File: config.mk
export PLATFORM = sky130hd
export DESIGN_NAME = idli_sqi_ctrl_m
export DESIGN_NICKNAME = d
export VERILOG_FILES = /design/src/rtl/idli_pkg.sv /design/src/rtl/idli_sqi_sreg_m.sv /design/src/rtl/idli_sqi_ctrl_m.sv
export SDC_FILE = /design/constraint.sdc
export NUM_CORES = 1
export LEC_CHECK = 0
export ABC_AREA = 1
export BUFFER_PORTS_ARGS = -buffer_cell sky130_fd_sc_hd__buf_2
export CAP_MARGIN = 25
export CORE_AREA = 2 2 91 93
export DETAILED_ROUTE_END_ITERATION = 8
export DIE_AREA = 0 0 93 95
export PLACE_DENSITY = 0.75
export SLEW_MARGIN = 20
export SYNTH_ARGS = -nofsm -noshare
export SYNTH_HDL_FRONTEND = slang
export SYNTH_HIERARCHICAL = 1
export SYNTH_SLANG_ARGS = --single-unit
File: constraint.sdc
create_clock -name i_sqi_gck -period 2.8 [get_ports i_sqi_gck]
set_input_delay 0.28 -clock i_sqi_gck [delete_from_list [all_inputs] [get_ports i_sqi_gck]]
set_output_delay 0.28 -clock i_sqi_gck [all_outputs]
set_load 0.05 [all_outputs]
File: src/rtl/idli_pkg.sv
// idli_pkg: shared SQI controller types and command constants.
package idli_pkg;
  typedef enum logic {SQI_IO_IN = 1'b0, SQI_IO_OUT = 1'b1} sqi_io_mode_t;
  localparam logic [7:0] SQI_CMD_READ  = 8'h03;
  localparam logic [7:0] SQI_CMD_WRITE = 8'h02;
  typedef enum logic [2:0] {IDLE, CMD, ADDR, DUMMY, RDATA, WDATA, GAP} sqi_ctrl_state_t;
endpackage

File: src/rtl/idli_sqi_sreg_m.sv
// idli_sqi_sreg_m: 16-bit nibble shift register, parallel load, MSB nibble out, LSB nibble in.
module idli_sqi_sreg_m (
  input  logic        i_clk,
  input  logic        i_rst,
  input  logic        i_load,
  input  logic [15:0] i_data,
  input  logic        i_shift,
  input  logic [3:0]  i_nib,
  output logic [15:0] o_data
);
  logic [15:0] r_data;
  always_ff @(posedge i_clk) begin
    if (i_rst) r_data <= '0;
    else if (i_load) r_data <= i_data;
    else if (i_shift) r_data <= {r_data[11:0], i_nib};
  end
  assign o_data = r_data;
endmodule

File: src/rtl/idli_sqi_ctrl_m.sv
// idli_sqi_ctrl_m: sequences 16-bit SQI SRAM reads/writes for fetch (F) and data (D) requesters.
// Define IDLI_SQI_RR_EN for round-robin arbitration; otherwise fixed priority D > F.
module idli_sqi_ctrl_m
  import idli_pkg::*;
#(
  parameter int ADDR_W    = 16,
  parameter int DUMMY_NIB = 2,
  parameter int GAP_CYC   = 1
) (
  input  logic              i_sqi_gck,
  input  logic              i_sqi_rst,
  input  logic              i_sqi_f_req,
  input  logic [ADDR_W-1:0] i_sqi_f_addr,
  output logic              o_sqi_f_ack,
  output logic              o_sqi_f_vld,
  output logic [15:0]       o_sqi_f_data,
  input  logic              i_sqi_d_req,
  input  logic              i_sqi_d_wr,
  input  logic [ADDR_W-1:0] i_sqi_d_addr,
  input  logic [15:0]       i_sqi_d_wdata,
  output logic              o_sqi_d_ack,
  output logic              o_sqi_d_vld,
  output logic [15:0]       o_sqi_d_rdata,
  output logic              o_sqi_mem_sck,
  output logic              o_sqi_mem_cs,
  output logic              o_sqi_mem_io_mode,
  output logic [3:0]        o_sqi_mem_sio,
  input  logic [3:0]        i_sqi_mem_sio,
  output logic              o_sqi_busy
);
  localparam int GW = (GAP_CYC > 1) ? $clog2(GAP_CYC) : 1;
  sqi_ctrl_state_t   r_state, w_next;
  logic              r_ph, r_wr, r_port_d, r_f_vld, r_d_vld;
  logic [2:0]        r_nib, w_nib_max, w_idx;
  logic [GW-1:0]     r_gap;
  logic [ADDR_W-1:0] r_addr;
  logic [15:0]       r_f_data, r_d_rdata, w_sreg;
  logic [31:0]       w_hdr;
  logic              w_idle, w_gnt_d, w_ack, w_active, w_last, w_shift, w_done;

  assign w_idle = (r_state == IDLE) && !i_sqi_rst;
  assign w_ack  = w_idle && (i_sqi_f_req || i_sqi_d_req);
`ifdef IDLI_SQI_RR_EN
  logic r_last_d;
  assign w_gnt_d = i_sqi_d_req && (!i_sqi_f_req || !r_last_d);
  always_ff @(posedge i_sqi_gck) begin
    if (i_sqi_rst) r_last_d <= 1'b0;
    else if (w_ack) r_last_d <= w_gnt_d;
  end
`else
  assign w_gnt_d = i_sqi_d_req;
`endif

  assign w_active  = !(r_state inside {IDLE, GAP});
  assign w_nib_max = (r_state == CMD) ? 3'd1 : (r_state == ADDR) ? 3'd5 :
                     (r_state == DUMMY) ? 3'(DUMMY_NIB - 1) : 3'd3;
  assign w_last    = r_ph && (r_nib == w_nib_max);
  assign w_shift   = r_ph && (r_state inside {RDATA, WDATA});
  assign w_done    = w_last && (r_state inside {RDATA, WDATA});

  idli_sqi_sreg_m u_sreg (
    .i_clk  (i_sqi_gck),
    .i_rst  (i_sqi_rst),
    .i_load (w_ack),
    .i_data (i_sqi_d_wdata),
    .i_shift(w_shift),
    .i_nib  (i_sqi_mem_sio),
    .o_data (w_sreg)
  );

  always_ff @(posedge i_sqi_gck) begin
    if (i_sqi_rst) r_state <= IDLE;
    else r_state <= w_next;
  end

  always_comb begin
    w_next = r_state;
    case (r_state)
      IDLE:         w_next = w_ack ? CMD : IDLE;
      CMD:          w_next = w_last ? ADDR : CMD;
      ADDR:         w_next = !w_last ? ADDR : r_wr ? WDATA : (DUMMY_NIB == 0) ? RDATA : DUMMY;
      DUMMY:        w_next = w_last ? RDATA : DUMMY;
      RDATA, WDATA: w_next = w_last ? GAP : r_state;
      GAP:          w_next = (r_gap == GW'(GAP_CYC - 1)) ? IDLE : GAP;
      default:      w_next = IDLE;
    endcase
  end

  always_ff @(posedge i_sqi_gck) begin
    if (i_sqi_rst) begin
      r_ph      <= 1'b0;
      r_nib     <= '0;
      r_gap     <= '0;
      r_wr      <= 1'b0;
      r_port_d  <= 1'b0;
      r_addr    <= '0;
      r_f_vld   <= 1'b0;
      r_d_vld   <= 1'b0;
      r_f_data  <= '0;
      r_d_rdata <= '0;
    end else begin
      r_ph    <= w_active && !r_ph;
      r_nib   <= (!w_active || w_last) ? 3'd0 : r_ph ? r_nib + 3'd1 : r_nib;
      r_gap   <= (r_state == GAP) ? r_gap + GW'(1) : '0;
      r_f_vld <= w_done && !r_port_d;
      r_d_vld <= w_done && r_port_d;
      if (w_ack) begin
        r_wr     <= w_gnt_d && i_sqi_d_wr;
        r_port_d <= w_gnt_d;
        r_addr   <= w_gnt_d ? i_sqi_d_addr : i_sqi_f_addr;
      end
      // Final read nibble is taken straight from the pins, bypassing the shift register.
      if (w_done && !r_wr && !r_port_d) r_f_data <= {w_sreg[11:0], i_sqi_mem_sio};
      if (w_done && !r_wr && r_port_d) r_d_rdata <= {w_sreg[11:0], i_sqi_mem_sio};
    end
  end

  assign w_hdr = {r_wr ? SQI_CMD_WRITE : SQI_CMD_READ, 24'({r_addr, 1'b0})};
  assign w_idx = (r_state == ADDR) ? r_nib + 3'd2 : r_nib;

  always_comb begin
    o_sqi_f_ack       = w_idle && i_sqi_f_req && !w_gnt_d;
    o_sqi_d_ack       = w_idle && w_gnt_d;
    o_sqi_mem_cs      = !w_active;
    o_sqi_mem_sck     = w_active && r_ph;
    o_sqi_mem_io_mode = (r_state inside {DUMMY, RDATA}) ? SQI_IO_IN : SQI_IO_OUT;
    o_sqi_mem_sio     = (r_state inside {CMD, ADDR}) ? w_hdr[{3'd7 - w_idx, 2'b00} +: 4] :
                        (r_state == WDATA) ? w_sreg[15:12] : 4'h0;
    o_sqi_busy        = r_state != IDLE;
  end

  assign o_sqi_f_vld   = r_f_vld;
  assign o_sqi_d_vld   = r_d_vld;
  assign o_sqi_f_data  = r_f_data;
  assign o_sqi_d_rdata = r_d_rdata;
endmodule

# After elaboration in Yosys (flattened, before gate mapping)
# Cells that the tools add are included.
# totals
regBits	76
# op_classes
mux	19
bitwise_logic	1
n_addsub	4
reduce_logical	34
shifts	1
eq_ne	8
# op_table
operator	n
$mux 16	3
$shiftx 32x6->4	1
$mux 3	8
$pmux 3 s6	1
$logic_and 1x1->1	16
$reduce_bool 2->1	5
$eq 3x3->1 const B	3
$mux 4	2
$eq 3x2->1 const B	2
$logic_not 1->1	6
$reduce_or 2->1	3
$mux 2	2
$add 3x1->3 const B	1
$add 3x2->3 const B	1
$eq 3x1->1 const B	1
$eq 3x3->1	1
$logic_not 3->1	1
$mux 1	3
$reduce_bool 3->1	1
$sub 3x3->3 const A	1
$logic_or 1x1->1	2
$ne 2x2->1 const B	1
$add 1x1->1 const B	1
$not 1->1	1

# Depth between registers and ports, before layout
# depth
depth_word	9
ltp_mapped	14

# Hierarchy
# The synthesis kept the hierarchy.
# by_module_without_submodules
mod	instances	area_each_um2	seq_area_each_um2	cells_per_inst
idli_sqi_ctrl_m	1	2992.9	1201.2	441
idli_sqi_sreg_m	1	814.5	320.3	125

# Least setup slack after synthesis
# No wires, ideal clock.
# synth_timing
kind	reg2out
startpoint	reg r_state[1]
endpoint	out o_sqi_mem_sck
path_slack_ps	259
stages_incl_launch_ff	7
arrival_ps	2261
path_cell_list	dfxtp_1 -> inv_2 -> nand2_1 -> inv_2 -> nand2_1 -> nand2_1 -> nor2_1
# synth_between
elab_chain_len	4
# synth_lines
item	line_no	text
start, declared	idli_sqi_ctrl_m.sv:32	sqi_ctrl_state_t r_state, w_next;
start signal, assigned	idli_sqi_ctrl_m.sv:73	else r_state <= w_next;
$eq 3x3->1 or $logic_not 3->1 (tied branches)	idli_sqi_ctrl_m.sv:54	assign w_active = !(r_state inside {IDLE, GAP});
$reduce_bool 2->1 (*)	idli_sqi_ctrl_m.sv:54	
named net o_sqi_mem_cs	idli_sqi_ctrl_m.sv:25	output logic o_sqi_mem_cs,
$logic_not 1->1 (*)	idli_sqi_ctrl_m.sv:54	
$logic_and 1x1->1 (*)	idli_sqi_ctrl_m.sv:125	o_sqi_mem_sck = w_active && r_ph;
end, declared	idli_sqi_ctrl_m.sv:24	output logic o_sqi_mem_sck,
# The timed path passes the listed nets; every way through them passes the cells marked *.

# Worst setup path in the final report
# layout_timing
startpoint	reg r_state[1]
endpoint	out o_sqi_mem_sio[0]
# layout_between
elab_chain_len	5
# layout_lines
item	line_no	text
$eq 3x2->1	idli_sqi_ctrl_m.sv:119, idli_sqi_ctrl_m.sv:127	
$mux 3	idli_sqi_ctrl_m.sv:119	assign w_idx = (r_state == ADDR) ? r_nib + 3'd2 : r_nib;
$sub 3x3->3	idli_sqi_ctrl_m.sv:127	o_sqi_mem_sio = (r_state inside {CMD, ADDR}) ? w_hdr[{3'd7 - w_idx, 2'b00} +: 4] :
$shiftx 32x6->4	idli_sqi_ctrl_m.sv:127	
$mux 4 (*)	idli_sqi_ctrl_m.sv:127	
end, declared	idli_sqi_ctrl_m.sv:27	output logic [3:0] o_sqi_mem_sio,
# Mark *: on every way between the ends. The rest lies on a longest branch, timed or not.

==> impl_summary.md <==
Clocking
The clock tree from TritonCTS is built. The clock-pin transition on the worst setup and hold timing paths is 0.08 ns. The clock tree root driver cell is sky130_fd_sc_hd__clkbuf_8. The clock reaches the later pin of the worst-skew pair after 0.36 ns. The TritonCTS sink count is 76.

The post-cts sizing count is 0. The number of clock buffers added by TritonCTS is 9. Hold repair after CTS inserted 0 buffers.

In this run the post-CTS setup repair buffer count came out at 0. The largest buffer count on any clock path is 2. The number of levels in the clock H-tree is 3.

Logic synthesis
The cell count after synthesis is 566. The number of warning messages in the yosys log is 6. The most repeated cell in the gate-level netlist after synthesis is sky130_fd_sc_hd__nand2_1. The main flop type after synthesis is sky130_fd_sc_hd__dfxtp_1. The commonest cells after synthesis are sky130_fd_sc_hd__nand2_1, sky130_fd_sc_hd__dfxtp_1, sky130_fd_sc_hd__nor2_1. The synthesized netlist occupies a cell area of 3807 um2. The post-synthesis cell type with the largest combined area is sky130_fd_sc_hd__dfxtp_1.

The async set-reset flop share out of synthesis is 0%. The number of register bits inferred by synthesis is 76. The mean instance size in the synthesized netlist is 6.727 um2. The sequential area share after synthesis is 39.96%.

The number of synthesized flops with an enable pin is 0. The net count of the mapped netlist is 624. By area the synthesized netlist is led by sky130_fd_sc_hd__dfxtp_1, sky130_fd_sc_hd__nand2_1, sky130_fd_sc_hd__a21oi_1.

The proportion of netlist area held by the largest area contributor is 39.96%. The count of distinct cell types in the synthesized netlist is 34.

Routing
For this block, the initial DRC count from the detailed router was 260. Using the TritonRoute via totals, the vias-per-cell ratio works out to 4.971. The count of nets left with antenna violations once routing finished came out at 0. In the final routed layout, each cell accounts on average for 12.60 um.

The number of DRC violations after detailed routing is 0. The routed layout has 3798 vias. The number of iterations in the first detailed-routing pass is 4. The routed wire length is 9630 um.

Timing
The number of slew-limit violations in the final report is 0. The final critical-path share of the clock period is 90.56%. Setup repair after global routing left no endpoint under its margin. Based on the critical path, the design can be clocked at up to 394.4 MHz.

The total count of hold-check failures in the final report was 0. The total setup violations reported at the end of the flow is 0. The worst slew slack as a fraction of its limit is 48.96%. Across all setup checks in the final design, the least slack found is 0.2642 ns. For the pin with the worst max-slew slack, the measured transition is 0.7648 ns.

The shortest clock period the worst path allows after layout is 2.536 ns. The setup TNS is 0 ns. The clock arrives with 0.008357 ns of skew.

Floorplanning
The initial utilization of the core area, before any placement, comes to 48.03%. The die outline area is 8835 um2. The number of top-level design ports is 101. The floorplan row count is 33. The die is 93 um wide.

In this run the standard cell core region covers 7928 um2. The floorplan step set the die height to 95 um.

Placed design
The final weighted congestion in routability-driven placement is 0.8318. Prior to clock tree synthesis, the placed netlist has a worst setup slack of 0.6854 ns. The placed wire-length estimate is 6990 um. The port buffer count is 100. The instance area at placement is 4308 um2.

Setup path
The beginning of the worst register-to-register path is r_state[1]. The worst reg-to-reg path cell count is 10. The arrival time of the worst setup path is 2.26 ns. The critical path is of the flip-flop to output port type.

The element type at the critical path end is an output port. The data required time of the worst path is 2.52 ns. Along the worst path, the maximum fanout reaches 8. In this run the critical register-to-register path is captured at u_sreg/o_data[7].

The flop-to-flop setup slack is 0.80 ns. The type of origin of the critical path is a flip-flop.

Hold path
In this run the most critical hold path is launched from i_sqi_d_wr. The number of cells traversed by the worst hold path is 3. The path class of the lowest-slack min-delay path is input pin to flip-flop.

The capture endpoint of the worst hold path is r_wr.

Cells and area
The utilization after layout is 57.24%. The layout overhead on the synthesized area is 19.19%. Cells with a size suffix above 1 make up 22.76% of the layout. The number of nets in the finished design is 712.

With fillers left out, the area of the finished cells amounts to 4538 um2. After filler insertion, the fill cell instance count of the layout stands at 781. 0 antenna diodes ended up in the layout.

Run
The max-cap check violation count is 0.

Global route
The aggregate global routing overflow is 0. The all-layer global routing usage is 22.50%. The wire length of the first global-routing pass is 15770 um. Entering global routing, the biggest net connects 49 pins. The via count of the first global-routing pass is 3441. The number of antenna violations at the first check in global routing is 0.

Power
Across the VDD grid, the largest voltage drop is 247.7 uV. Total power for the finished layout comes to 2405 uW. The power density over the cells is 529.9 nW/um2. The static leakage is 0.002396 uW.

Status
The run finished with clean final reports.
-- sequential cells by signal (all words and copies together) (netlist names) --
name / count
o_sqi_d_vld: 1
r_nib: 3
r_gap: 1
r_ph: 1
r_port_d: 1
r_state: 3
u_sreg/o_data: 16
r_wr: 1
r_addr: 16
o_sqi_f_vld: 1
o_sqi_f_data: 16
o_sqi_d_rdata: 16
-- cell type report --
cell class	count	area, um2	area share, %
inverters	74	280.3	6.176
repair buffers	105	538.0	11.86
multi-input cells	388	1837	40.47
clock inverters	7	106.4	2.344
clock buffers	9	123.9	2.730
flip-flops and latches	76	1521	33.53
well taps	105	131.4	2.895
-- critical path, stage by stage (launching register included) --
cell and delay (ns):
sky130_fd_sc_hd__dfxtp_1 0.48, sky130_fd_sc_hd__inv_2 0.10, sky130_fd_sc_hd__nor3_2 0.27, sky130_fd_sc_hd__nand2_1 0.14, sky130_fd_sc_hd__nand2_1 0.22, sky130_fd_sc_hd__nand3_1 0.10
sky130_fd_sc_hd__o21ai_0 0.09, sky130_fd_sc_hd__nand2_1 0.07, sky130_fd_sc_hd__nand2_1 0.06, sky130_fd_sc_hd__nand2_1 0.04, sky130_fd_sc_hd__nand2_1 0.07, sky130_fd_sc_hd__buf_2 0.26
-- where the power goes --
part | internal, uW | total, uW | switching (uW)
Clock | 517 | 964 | 447
Combinational | 96.1 | 272 | 176
Sequential | 1130 | 1170 | 41.9
-- through the flow --
step | hold slack, ns | cells
after floorplan | 0.3491 | 566
after global placement | 0.4220 | 748
after detailed placement | 0.4259 | 748
after CTS | 0.1978 | 764
after global routing | 0.1988 | 764
final | 0.1999 | 764
-- kinds of logic after synthesis --
family          count (synthesis)  share of synthesized area (%)
simple gates                  298                          34.74
buf+inv                       102                          11.99
compound gates                 87                          12.03
flops                          76                          39.96
xor+xnor                        2                         0.9531
fa+ha+maj                       1                         0.3286
-- metal layers --
| metal | track usage (%) | vias to the layer above | wire length [um] |
|---|---|---|---|
| li1 | - | 1950 | - |
| met1 | 28.12 | 1714 | 4376 |
| met2 | 38.95 | 124 | 4586 |
| met3 | 4.948 | 10 | 586 |
| met4 | 6.740 | 0 | 82 |
| met5 | 0 | - | 0 |
-- worst max path at each step --
stage / from / end
6_report: r_state[1] / o_sqi_mem_sio[0]
5_1_grt: r_state[1] / o_sqi_mem_sio[1]
4_1_cts: r_state[1] / o_sqi_mem_sio[0]
3_5_place_dp: r_state[1] / o_sqi_mem_sio[0]
3_3_place_gp: r_state[1] / o_sqi_mem_sio[0]
2_1_floorplan: r_state[1] / o_sqi_mem_sck
-- layout by cell type, fill, tap and decap left out --
| cell | synthesis | routed |
|---|---|---|
| sky130_fd_sc_hd__xor2_4 | 1 | 1 |
| sky130_fd_sc_hd__inv_2 | 6 | 6 |
| sky130_fd_sc_hd__o211ai_1 | 1 | 1 |
| sky130_fd_sc_hd__inv_1 | 65 | 65 |
| sky130_fd_sc_hd__o21ai_0 | 24 | 24 |
| sky130_fd_sc_hd__nor3_2 | 3 | 3 |
| sky130_fd_sc_hd__nand2_4 | 2 | 2 |
| sky130_fd_sc_hd__clkinv_1 | 2 | 2 |
| sky130_fd_sc_hd__xor2_1 | 1 | 1 |
| sky130_fd_sc_hd__nor2_1 | 66 | 66 |
| sky130_fd_sc_hd__nand3_1 | 48 | 48 |
| sky130_fd_sc_hd__nand4_1 | 4 | 4 |
| sky130_fd_sc_hd__a21oi_2 | 4 | 4 |
| sky130_fd_sc_hd__o21ai_1 | 1 | 1 |
| sky130_fd_sc_hd__buf_4 | 2 | 5 |
| sky130_fd_sc_hd__nor3_1 | 6 | 6 |
| sky130_fd_sc_hd__nor2_2 | 2 | 2 |
| sky130_fd_sc_hd__buf_2 | 7 | 100 |
| sky130_fd_sc_hd__inv_4 | 1 | 1 |
| sky130_fd_sc_hd__clkbuf_8 | 0 | 9 |
| sky130_fd_sc_hd__nand3_4 | 1 | 1 |
| sky130_fd_sc_hd__nand4_2 | 1 | 1 |
| sky130_fd_sc_hd__a21oi_1 | 55 | 55 |
| sky130_fd_sc_hd__nor2_4 | 1 | 1 |
| sky130_fd_sc_hd__inv_8 | 0 | 1 |
| sky130_fd_sc_hd__inv_6 | 0 | 2 |
| sky130_fd_sc_hd__nand2_1 | 158 | 158 |
| sky130_fd_sc_hd__a31oi_1 | 1 | 1 |
| sky130_fd_sc_hd__nor2_8 | 2 | 2 |
| sky130_fd_sc_hd__nand3_2 | 4 | 4 |
| sky130_fd_sc_hd__o21ai_4 | 0 | 1 |
| sky130_fd_sc_hd__ha_1 | 1 | 1 |
| sky130_fd_sc_hd__dfxtp_1 | 76 | 76 |
| sky130_fd_sc_hd__bufinv_16 | 0 | 2 |
| sky130_fd_sc_hd__clkinv_4 | 0 | 2 |
Power figures use the tool's default switching activity.
